[src/rtl/arith_pkg.sv]
// Shared definitions for the bit-serial arithmetic path: sequencer states and op encodings.
package arith_pkg;

    typedef enum logic [1:0] {
        IDLE = 2'd0,
        RUN  = 2'd1,
        DONE = 2'd2
    } seq_state_t;

    localparam logic OP_ADD = 1'b0;
    localparam logic OP_SUB = 1'b1;

endpackage

[src/rtl/full_adder.sv]
// One-bit full-adder slice shared by the serial arithmetic sequencer.
module full_adder (
    input  logic i_a,
    input  logic i_b,
    input  logic i_cin,
    output logic o_sum,
    output logic o_cout
);

    logic w_axb;

    assign w_axb  = i_a ^ i_b;
    assign o_sum  = w_axb ^ i_cin;
    assign o_cout = (i_a & i_b) | (i_cin & w_axb);

endmodule

[src/rtl/serial_addsub_seq.sv]
// Bit-serial add/subtract sequencer: one full-adder slice iterated LSB first over WIDTH cycles.
// Handshakes: a transfer occurs on a rising edge where valid && ready; producers hold data stable until then.
module serial_addsub_seq
    import arith_pkg::*;
#(
    parameter int WIDTH = 32
) (
    input  logic             clk,
    input  logic             rst_n,
    input  logic             req_valid,
    output logic             req_ready,
    input  logic             req_op,
    input  logic [WIDTH-1:0] req_a,
    input  logic [WIDTH-1:0] req_b,
    input  logic             abort,
    output logic             rsp_valid,
    input  logic             rsp_ready,
    output logic [WIDTH-1:0] rsp_sum,
    output logic             rsp_cout,
    output logic             rsp_ovf
);

    localparam int CNT_W = $clog2(WIDTH);
    localparam logic [CNT_W-1:0] LAST_BIT = CNT_W'(WIDTH - 1);

    seq_state_t       r_state;
    seq_state_t       w_next_state;
    logic [WIDTH-1:0] r_a_sh;
    logic [WIDTH-1:0] r_b_sh;
    logic [WIDTH-1:0] r_res_sh;
    logic             r_carry;
    logic             r_c_msb_in;
    logic [CNT_W-1:0] r_cnt;

    logic w_sum;
    logic w_cout;
    logic w_accept;
    logic w_last;
    logic w_is_sub;

    full_adder u_slice (
        .i_a    (r_a_sh[0]),
        .i_b    (r_b_sh[0]),
        .i_cin  (r_carry),
        .o_sum  (w_sum),
        .o_cout (w_cout)
    );

    assign w_accept = (r_state == IDLE) && req_valid;
    assign w_last   = (r_cnt == LAST_BIT);
    assign w_is_sub = (req_op == OP_SUB);

    always_ff @(posedge clk or negedge rst_n) begin
        if (!rst_n) begin
            r_state <= IDLE;
        end else begin
            r_state <= w_next_state;
        end
    end

    // Abort outranks the response handshake; both simply return to IDLE.
    always_comb begin
        w_next_state = r_state;
        case (r_state)
            IDLE: if (req_valid) w_next_state = RUN;
            RUN: begin
                if (abort)       w_next_state = IDLE;
                else if (w_last) w_next_state = DONE;
            end
            DONE: begin
                if (abort)          w_next_state = IDLE;
                else if (rsp_ready) w_next_state = IDLE;
            end
            default: w_next_state = IDLE;
        endcase
    end

    // Subtraction folds into addition: invert b and seed the carry with 1.
    always_ff @(posedge clk or negedge rst_n) begin
        if (!rst_n) begin
            r_a_sh     <= '0;
            r_b_sh     <= '0;
            r_res_sh   <= '0;
            r_carry    <= 1'b0;
            r_c_msb_in <= 1'b0;
            r_cnt      <= '0;
        end else if (w_accept) begin
            r_a_sh  <= req_a;
            r_b_sh  <= req_b ^ {WIDTH{w_is_sub}};
            r_carry <= w_is_sub;
            r_cnt   <= '0;
        end else if ((r_state == RUN) && !abort) begin
            r_a_sh   <= {1'b0, r_a_sh[WIDTH-1:1]};
            r_b_sh   <= {1'b0, r_b_sh[WIDTH-1:1]};
            r_res_sh <= {w_sum, r_res_sh[WIDTH-1:1]};
            r_carry  <= w_cout;
            r_cnt    <= r_cnt + 1'b1;
            if (w_last) begin
                r_c_msb_in <= r_carry;
            end
        end
    end

    assign req_ready = (r_state == IDLE);
    assign rsp_valid = (r_state == DONE);
    assign rsp_sum   = r_res_sh;
    assign rsp_cout  = r_carry;
    assign rsp_ovf   = r_c_msb_in ^ r_carry;

endmodule

[config.mk]
export PLATFORM = sky130hd
export DESIGN_NAME = serial_addsub_seq
export DESIGN_NICKNAME = d
export VERILOG_FILES = /design/src/rtl/arith_pkg.sv /design/src/rtl/full_adder.sv /design/src/rtl/serial_addsub_seq.sv
export SDC_FILE = /design/constraint.sdc
export NUM_CORES = 1
export LEC_CHECK = 0
export CORE_MARGIN = 10
export CORE_UTILIZATION = 40
export CTS_BUF_LIST = sky130_fd_sc_hd__clkbuf_8
export DETAILED_ROUTE_END_ITERATION = 12
export PLACE_DENSITY = 0.65
export SKIP_LAST_GASP = 1
export SLEW_MARGIN = 20
export SYNTH_ARGS = -nofsm -noshare
export SYNTH_HDL_FRONTEND = slang
export SYNTH_SLANG_ARGS = --single-unit
[constraint.sdc]
create_clock -name clk -period 3 [get_ports clk]
set_input_delay 0.6 -clock clk [delete_from_list [all_inputs] [get_ports clk]]
set_output_delay 0.6 -clock clk [all_outputs]
set_load 0.02 [all_outputs]
==> flow_summary.ini <==
[logic_synthesis]
ys.warnings.count = 0
synth.yosys.seq_area_share_pct = 56.2
async_flop_share_pct = 100
syn-cell-area_mm2 = 0.00468
synth_largest_area_cell = dfrtp_1
yosys.area_share.simple_pct = 17.6
synth_fa_ha_area_share_pct = 0.963
syn_area_per_cell_um2 = 9.45
ys_seq_elements = 105
synth.distinct_cells = 29
synthMuxAreaShare_pct = 0.669
synth_top_family_by_area = simple AND/OR/NAND/NOR gates
synth_edf_count = 0
synthesis.nets = 568
synth.area.top_cells = dfrtp_1 56%, nand2_1 11%, a21oi_1 7.0%
synthCells = 495
synth_compound_area_share_pct = 14.7
synthFlopType = dfrtp_1
yosysTopAreaCellShare_pct = 56.2
synth_xor_area_share_pct = 6.18

[sta]
fin_crit_sh_pct = 78.2
finalClockSkew_ns = 0.00931
drv_slew = 0
setup_viol = 0
period_minus_slack_ns = 2.34
fin_setup_tns_ns = 0
tightestPinTransition_ns = 0.935
rsz0062_at_grt = false
setup_ws_ns = 0.655
hold_viol_final = 0
max_freq_mhz = 426
slew_headroom_pct = 37.7

[drt]
routed_wirelength_um = 10900
top_layer = met4
vias_per_cell = 5.06
firstDrtPassIters = 4
detail_route.wl_per_cell_um = 14.9
route.met2.wl_um = 5080
met3WireLength_um = 663
drc_errors = 0
drt_iter0_markers = 344
wl_met1_um = 4960
ant_nets = 0
vias = 3687

[clocking]
clockRootBuffer = clkbuf_8
cts_hold_buffers = 0
cts_tree = done
post_cts_buffers = 0
clkLatencyLatePin_ns = 0.37
cts_made_buffers = 9
clk_path_buf_depth = 2
path_clk_slew_ns = 0.10
clock-sinks = 105
htreeDepth = 3
cts_resized = 0

[floorplanning]
io-pin-count = 106
fp.dieW_um = 128
die_height_um = 128
initial_utilization_pct = 40.9
fp-row-count = 39
die_area_mm2 = 0.0164
core_mm2 = 0.0114

[pwr]
vdd_ir_drop_max_v = 0.000331
power_density_mw_per_mm2 = 633
finalPower_mw = 3.83
leakagePower_nw = 2.75

[critical_path]
worstPathRequired_ns = 2.40
endpoint = rsp_valid
crit_start = r_state[1]
worstSetupStartpointType = flop
crit_type = flop to output pin
worstPathArrival_ns = 1.74
reg2reg_from = r_state[0]
r2r_end = r_b_sh[1]
crit_path_max_fanout = 8
worst-r2r-setup-slack_ns = 1.20
setup.worst_path.end_class = output pin
reg2regPathDepth = 4

[global_routing]
grt_pass1_vias = 3793
track_usage_pct = 13.3
antenna_found_initial = 0
grt_pass1_wl_um = 18300
grt_max_degree = 100
gr-total-overflow = 0

[cells_and_area]
layout-drive-gt1-share_pct = 5.46
area_growth_syn_to_layout_pct = 29.5
finalNetCount = 654
diodes = 0

[status]
status = finished, final reports clean

[run]
maxCapViolations = 0

[placed_design]
place_congestion = 0.769
io_buffer_count = 105
hpwl_um = 7440
dp_slack_ns = 0.663

[hold_path]
hp-class = primary input to async pin
## registers in the layout, indices dropped and copies added, names as in the netlist
signal / cells
r_a_sh: 32
r_b_sh: 32
r_c_msb_in: 1
r_cnt: 5
r_state: 2
rsp_cout: 1
rsp_sum: 32
## critical path, cell delays in order, from the launching register on
cell,delay [ns]
dfrtp_1,0.51
nor2b_1,0.23
clkdlybuf4s50_1,0.64
## final cells by class
type                    instances  area [µm²]
inverters                       1        3.75
repair buffers                113        1130
multi-input cells             351        1890
clock inverters                 6        90.1
flip-flops and latches        105        2630
well taps                     143         179
fillers                      1099        5360
clock buffers                  10         138
## cells in the mapped netlist (2+ instances only)
cell type and n:
nand2_1 133, dfrtp_1 105, a21oi_1 65, nor2_1 62, xnor2_1 31, a221o_1 28
clkbuf_1 18, buf_2 17, a22oi_1 5, a22o_1 4, nand3_1 3, buf_1 2
ha_1 2, mux2i_1 2, o21ai_0 2, or3b_1 2, xor2_1 2
## where the power goes
part	switching [mW]	internal [mW]
Sequential	0.204	1.70
Combinational	0.463	0.469
Clock	0.498	0.496
## kinds of logic (layout without fill, tap and decap cells)
| family | Yosys count | count (layout) |
|---|---|---|
| simple gates | 208 | 208 |
| flops | 105 | 105 |
| compound gates | 104 | 104 |
| buf+inv | 39 | 130 |
| xor+xnor | 33 | 33 |
| fa+ha+maj | 3 | 3 |
| mux | 3 | 3 |
## per-layer routing
layer	GRT usage, %	up-vias
li1	-	1823
met1	17.2	1753
met2	20.7	100
met3	3.60	11
met4	5.17	0
met5	0	-
## stage by stage
stage	hold slack (ns)	utilization [%]	instances	cell area, µm²
6_report	0.352	53.0	729	6060
5_1_grt	0.405	53.0	729	6060
4_1_cts	0.396	53.0	729	6060
3_5_place_dp	0.462	51.1	713	5830
3_3_place_gp	0.454	51.1	713	5830
2_1_floorplan	0.304	-	495	4680
## worst min path at each step
stage | start | endpoint | slack [ns] | cells past startpoint
after floorplan | rst_n | r_a_sh[0] | 0.30 | 0
after global placement | r_cnt[3] | r_cnt[3] | 0.45 | 1
after detailed placement | r_cnt[3] | r_cnt[3] | 0.46 | 1
after CTS | rst_n | rsp_sum[5] | 0.40 | 1
after global routing | rst_n | rsp_sum[3] | 0.40 | 1
final | rst_n | rsp_sum[5] | 0.35 | 1
## cells in the final DEF, fill, tap and decap left out, types with 2 or more instances in the layout
cell type and instances:
xor2_1 2, mux2i_1 2, nand3_1 3, nor2_1 61, a22o_1 4, clkbuf_8 10, nand2_1 133, xnor2_1 31
ha_1 2, buf_12 2, buf_4 7, a221o_1 28, clkdlybuf4s50_1 103, a21oi_1 65, a22oi_1 5, or3b_2 2
bufinv_16 2, dfrtp_1 105, o21ai_0 2
(Power assumes the default switching activity.)
